<file path="src/rtl/mem2axi.sv">
// mem2axi: bridges the core LSU req/gnt/rvalid protocol onto single-beat
// AXI4 master transactions, one outstanding access at a time.
// Optional feature macro: MEM2AXI_ERR_EN (when defined, non-OKAY bresp/rresp
// is reported on data_err_o; otherwise data_err_o is tied low).
//
// state   | meaning
// --------+-----------------------------------------
// IDLE    | no access in flight, grant possible
// WR_REQ  | AW and/or W handshake still pending
// WR_RESP | waiting for the B response
// RD_REQ  | AR handshake pending
// RD_RESP | waiting for the R beat
module mem2axi #(
    parameter int ADDR_WIDTH = 32,
    parameter int DATA_WIDTH = 32,
    parameter int ID_WIDTH   = 8,
    parameter logic [ID_WIDTH-1:0] AXI_ID = '0
) (
    input  logic                    clk_i,
    input  logic                    reset_i,
    input  logic                    data_req_i,
    input  logic [ADDR_WIDTH-1:0]   data_addr_i,
    input  logic                    data_we_i,
    input  logic [DATA_WIDTH/8-1:0] data_be_i,
    input  logic [DATA_WIDTH-1:0]   data_wdata_i,
    output logic                    data_gnt_o,
    output logic                    data_rvalid_o,
    output logic [DATA_WIDTH-1:0]   data_rdata_o,
    output logic                    data_err_o,
    output logic [ID_WIDTH-1:0]     m_axi_awid,
    output logic [ADDR_WIDTH-1:0]   m_axi_awaddr,
    output logic [7:0]              m_axi_awlen,
    output logic [2:0]              m_axi_awsize,
    output logic [1:0]              m_axi_awburst,
    output logic [2:0]              m_axi_awprot,
    output logic                    m_axi_awvalid,
    input  logic                    m_axi_awready,
    output logic [DATA_WIDTH-1:0]   m_axi_wdata,
    output logic [DATA_WIDTH/8-1:0] m_axi_wstrb,
    output logic                    m_axi_wlast,
    output logic                    m_axi_wvalid,
    input  logic                    m_axi_wready,
    input  logic [ID_WIDTH-1:0]     m_axi_bid,
    input  logic [1:0]              m_axi_bresp,
    input  logic                    m_axi_bvalid,
    output logic                    m_axi_bready,
    output logic [ID_WIDTH-1:0]     m_axi_arid,
    output logic [ADDR_WIDTH-1:0]   m_axi_araddr,
    output logic [7:0]              m_axi_arlen,
    output logic [2:0]              m_axi_arsize,
    output logic [1:0]              m_axi_arburst,
    output logic [2:0]              m_axi_arprot,
    output logic                    m_axi_arvalid,
    input  logic                    m_axi_arready,
    input  logic [ID_WIDTH-1:0]     m_axi_rid,
    input  logic [DATA_WIDTH-1:0]   m_axi_rdata,
    input  logic [1:0]              m_axi_rresp,
    input  logic                    m_axi_rlast,
    input  logic                    m_axi_rvalid,
    output logic                    m_axi_rready
);

    localparam logic [2:0] AXI_SIZE = 3'($clog2(DATA_WIDTH/8));

    typedef enum logic [2:0] {IDLE, WR_REQ, WR_RESP, RD_REQ, RD_RESP} state_t;

    state_t                    state_q, state_d;
    logic [ADDR_WIDTH-1:0]     addr_q;
    logic                      we_q;
    logic [DATA_WIDTH/8-1:0]   be_q;
    logic [DATA_WIDTH-1:0]     wdata_q;
    logic                      aw_done, w_done;
    logic                      aw_hs, w_hs, b_hs, r_hs;
    logic                      rvalid_q;
    logic [DATA_WIDTH-1:0]     rdata_q;
    logic                      unused;

    assign data_gnt_o = data_req_i & (state_q == IDLE) & ~reset_i;

    assign m_axi_awid    = AXI_ID;
    assign m_axi_awaddr  = addr_q;
    assign m_axi_awlen   = 8'd0;
    assign m_axi_awsize  = AXI_SIZE;
    assign m_axi_awburst = 2'b01;
    assign m_axi_awprot  = 3'b000;
    assign m_axi_wdata   = wdata_q;
    assign m_axi_wstrb   = be_q;
    assign m_axi_wlast   = 1'b1;
    assign m_axi_arid    = AXI_ID;
    assign m_axi_araddr  = addr_q;
    assign m_axi_arlen   = 8'd0;
    assign m_axi_arsize  = AXI_SIZE;
    assign m_axi_arburst = 2'b01;
    assign m_axi_arprot  = 3'b000;

    assign aw_hs = m_axi_awvalid & m_axi_awready;
    assign w_hs  = m_axi_wvalid & m_axi_wready;
    assign b_hs  = m_axi_bvalid & m_axi_bready;
    assign r_hs  = m_axi_rvalid & m_axi_rready;

    assign data_rvalid_o = rvalid_q;
    assign data_rdata_o  = rdata_q;

    // State register.
    always_ff @(posedge clk_i or posedge reset_i) begin
        if (reset_i) state_q <= IDLE;
        else         state_q <= state_d;
    end

    // Next-state decode and channel valid/ready outputs, all derived from the
    // registered state so a reset drops them in the same cycle.
    always_comb begin
        state_d       = state_q;
        m_axi_awvalid = 1'b0;
        m_axi_wvalid  = 1'b0;
        m_axi_bready  = 1'b0;
        m_axi_arvalid = 1'b0;
        m_axi_rready  = 1'b0;
        case (state_q)
            IDLE: begin
                if (data_gnt_o) state_d = data_we_i ? WR_REQ : RD_REQ;
            end
            WR_REQ: begin
                m_axi_awvalid = ~aw_done;
                m_axi_wvalid  = ~w_done;
                if ((aw_done | (~aw_done & m_axi_awready)) &&
                    (w_done  | (~w_done  & m_axi_wready)))
                    state_d = WR_RESP;
            end
            WR_RESP: begin
                m_axi_bready = 1'b1;
                if (m_axi_bvalid) state_d = IDLE;
            end
            RD_REQ: begin
                m_axi_arvalid = 1'b1;
                if (m_axi_arready) state_d = RD_RESP;
            end
            RD_RESP: begin
                m_axi_rready = 1'b1;
                if (m_axi_rvalid) state_d = IDLE;
            end
            default: state_d = IDLE;
        endcase
    end

    // Capture the request on grant; AXI payload is driven from these.
    always_ff @(posedge clk_i or posedge reset_i) begin
        if (reset_i) begin
            addr_q  <= '0;
            we_q    <= 1'b0;
            be_q    <= '0;
            wdata_q <= '0;
        end else if (data_gnt_o) begin
            addr_q  <= data_addr_i;
            we_q    <= data_we_i;
            be_q    <= data_be_i;
            wdata_q <= data_wdata_i;
        end
    end

    // Per-channel completion flags so AW and W may finish in either order.
    always_ff @(posedge clk_i or posedge reset_i) begin
        if (reset_i) begin
            aw_done <= 1'b0;
            w_done  <= 1'b0;
        end else if (data_gnt_o) begin
            aw_done <= 1'b0;
            w_done  <= 1'b0;
        end else begin
            if (aw_hs) aw_done <= 1'b1;
            if (w_hs)  w_done  <= 1'b1;
        end
    end

    // Core response: one-cycle rvalid pulse, read data held until next read.
    always_ff @(posedge clk_i or posedge reset_i) begin
        if (reset_i) begin
            rvalid_q <= 1'b0;
            rdata_q  <= '0;
        end else begin
            rvalid_q <= b_hs | r_hs;
            if (r_hs) rdata_q <= m_axi_rdata;
        end
    end

`ifdef MEM2AXI_ERR_EN
    logic err_q;

    // Error flag registered alongside the response pulse.
    always_ff @(posedge clk_i or posedge reset_i) begin
        if (reset_i) err_q <= 1'b0;
        else         err_q <= (b_hs && (m_axi_bresp != 2'b00)) ||
                              (r_hs && (m_axi_rresp != 2'b00));
    end

    assign data_err_o = err_q;
    assign unused     = ^{we_q, m_axi_bid, m_axi_rid, m_axi_rlast};
`else
    assign data_err_o = 1'b0;
    assign unused     = ^{we_q, m_axi_bid, m_axi_rid, m_axi_rlast,
                          m_axi_bresp, m_axi_rresp};
`endif

endmodule
</file>
<file path="config.mk">
export PLATFORM = sky130hd
export DESIGN_NAME = mem2axi
export DESIGN_NICKNAME = d
export VERILOG_FILES = /design/src/rtl/mem2axi.sv
export SDC_FILE = /design/constraint.sdc
export NUM_CORES = 1
export LEC_CHECK = 0
export ABC_AREA = 1
export CAP_MARGIN = 20
export CORE_AREA = 2 2 123 125
export CTS_CLUSTER_SIZE = 8
export DETAILED_ROUTE_END_ITERATION = 12
export DIE_AREA = 0 0 125 127
export PLACE_DENSITY = 0.79
export SKIP_LAST_GASP = 1
export SLEW_MARGIN = 15
export SYNTH_ARGS = -nofsm -noshare
export SYNTH_HDL_FRONTEND = slang
export SYNTH_SLANG_ARGS = --single-unit
export TNS_END_PERCENT = 20
</file>
<file path="constraint.sdc">
create_clock -name clk_i -period 4.26 [get_ports clk_i]
set_input_delay 0.426 -clock clk_i [delete_from_list [all_inputs] [get_ports clk_i]]
set_output_delay 0.426 -clock clk_i [all_outputs]
set_load 0.01 [all_outputs]
</file>
==> key figures <==
Run status
  • Status: complete, no violations

Setup path
  • WS Path Type: flip-flop to output port
  • Max Fanout on Critical Path: 35
  • CP endpoint kind: output port
  • Worst EP required: 3.83 ns
  • Nature of the critical path startpoint: flip-flop
  • CP Data Arrival Time: between 2 and 2.5 ns

Global route
  • Total GRT Usage: 16.4%
  • Met2 GRT Util: roughly 28%
  • Largest net degree at the start of global routing: about 70
  • Initial antenna violation count: 0
  • Grt peak-use layer: met2
  • Met1 Usage GRT: about 20%
  • First-pass GRT wire length: 20800 microns
  • Met3 Use GR: 5.57%
  • GRT overflow: 0
  • Number of global-route vias before repair: 3999

Die
  • Core area: 14400 sq um
  • I/O pin count: 319
  • Die Footprint: around 16000 sq um
  • Chip height: 127 microns
  • Starting Density: between 30% and 40%
  • Chip width: 125 microns
  • Row count: 44

STA
  • Peak Freq: 378 MHz
  • Slew at the pin with the worst max-slew slack: 0.749 ns
  • Final Hold Vio Count: 0
  • Setup violators final: 0
  • RSZ-0062 raised after global routing: no
  • Final count of pins violating max slew: 0
  • Slew headroom: 50.0%
  • Total Neg Setup Slack: 0 ns
  • Final min period: 2.65 ns
  • Fin crit share: 62.2%
  • Clock Skews: between 0.003 and 0.004 ns

Yosys
  • Ranking of synthesized cells by area: dfrtp_1 (55%), nand2_1 (22%), buf_4 (14%)
  • Post-synth top area cell: dfrtp_1
  • Seq/Total Area, Yosys: between 50 and 60%
  • Cell variety after synth: 16
  • Post-Syn Instances: 571
  • Post-synth top area share: 55.1%
  • Syn avg cell area: 8.44 sq um
  • Mapped Area: 4820 sq um
  • Synth warn: 0
  • Flop and latch count out of synthesis: 106

Placement
  • GP Congestion: 0.787
  • Dpl hpwl: 9510 microns
  • PortBufs: between 200 and 250
  • Post-DP Area: 7000 sq um

Pwr
  • Logic pwr share: between 40% and 50%
  • Internal Power: between 3 and 4 mW
  • Reg power frac: about 36%
  • Leak pwr: 3.62 nW
  • Sw frac: between 30 and 40%
  • Switching pwr: 1.67 mW
  • Maximum VDD drop: 382 uV
  • Clk network pwr share: 17.0%
  • Power per cell area: 668 nW/um^2

Routing
  • Via count: 4080
  • TritonRoute pass-1 iters: 4
  • Final ANT Viol Nets: 0
  • DR iter-0 viols: 188
  • Vias per cell: 4.23
  • # DRC: 0
  • Wire per inst: 13.6 microns
  • Final Routed Wirelength: 13100 microns

Clocking
  • Clock sink count: roughly 110
  • Clock latency on the worst-skew pair: about 0.35 ns
  • Root Driver: clkbuf_16
  • CTS max path bufs: 2
  • H-tree depth: 3
  • Cells resized by post-CTS repair: 0
  • CTS buffer count: 9
  • Post-CTS setup buffer count: 0
  • Worst-path clk slew: 0.07 ns
  • Hold_buf cts: 0
  • CTS tree: done

Min path
  • Min-delay worst type: flip-flop to flip-flop

Layout
  • Area of the multi-input gates: 1560 sq um
  • Storage cell area: 2650 sq um
  • Share of cells above drive strength 1: under 10%
  • Layout overhead on the synthesized area: 51.5%
  • Ant diodes: 0
  • Final non-filler cell area: 7300 sq um
  • Most frequent cells in the layout: nand2_1 (286), clkdlybuf4s50_1 (247), dfrtp_1 (106)
  • Nets@finish: 906
  • Fillcell total: between 1000 and 1500
  • Commonest non-fill, non-tap cell in the layout: nand2_1

Run
  • # Max-Cap Violations: 0
[synthesized netlist by cell type]
cell type,number
clkbuf_1,9
dfrtp_1,106
buf_4,88
o21ai_0,2
nand2_2,1
buf_6,1
nand4_2,1
nand2_1,286
nor2_2,1
inv_1,12
nor2_1,12
inv_2,2
conb_1,2
nand3_1,38
buf_2,8
a211oi_1,2
[stage by stage]
stage	power, mW	util, %	cells	setup slack (ns)	hold WS [ns]
6_report	4.87	50.6	964	1.61	0.472
5_1_grt	5.20	50.6	964	1.46	0.486
4_1_cts	4.95	50.6	964	1.61	0.475
3_5_place_dp	4.09	48.6	949	1.95	0.457
3_3_place_gp	4.03	48.6	949	1.97	0.452
2_1_floorplan	2.84	-	619	0.372	0.507
[logic make-up after synthesis]
kind of cell | synth area share (%)
compound gates | 0.519
buf+inv | 16.6
flops | 55.1
other cells | 0.156
simple gates | 27.7
[power groups by stage]
stage	Sequential, mW	Combinational, mW	Clock [mW]
floorplan	1.94	0.906	0
global placement	1.76	2.28	0
detailed placement	1.77	2.32	0
CTS	1.76	2.32	0.859
global route	1.82	2.48	0.895
finish	1.76	2.29	0.828
[critical path: stages, from the launching register on]
cell and delay [ns]:
dfrtp_1 0.44, nor2_2 0.23, nand2_1 0.11, inv_2 0.44
clkdlybuf4s50_1 0.65
[worst paths after layout]
kind / cells past startpoint / start / slack (ns) / to
min in group asynchronous: 3 / reset_i / 0.64 / m_axi_wdata[5]
hold reg to reg: 2 / data_rdata_o[0] / 0.47 / data_rdata_o[0]
hold / removal: 2 / data_rdata_o[0] / 0.47 / data_rdata_o[0]
max in group asynchronous: 4 / reset_i / 2.47 / m_axi_wdata[15]
setup reg to reg: 6 / state_q[0] / 2.10 / data_rdata_o[15]
setup / recovery: 4 / state_q[0] / 1.61 / m_axi_rready
[registers in the layout, summed over array words and instances, names as in the netlist]
signal         count
data_rvalid_o      1
data_rdata_o      32
state_q            3
m_axi_araddr      32
m_axi_wstrb        4
m_axi_wdata       32
aw_done            1
w_done             1
[per-layer routing]
| layer | vias up | wire, microns | part of all wire (%) |
|---|---|---|---|
| li1 | 2008 | - | - |
| met1 | 1931 | 5400 | 41 |
| met2 | 132 | 6700 | 51 |
| met3 | 9 | 810 | 6.2 |
| met4 | 0 | 170 | 1.3 |
| met5 | - | 0 | 0 |
[cell type report]
cell class              instances  area share, %
flip-flops and latches        106           36.4
inverters                      14          0.754
well taps                     184           3.16
clock buffers                  10           3.28
clock inverters                 5          0.754
multi-input cells             393           21.3
repair buffers                252           34.4
Note: power is estimated with default switching activity, not from simulation.
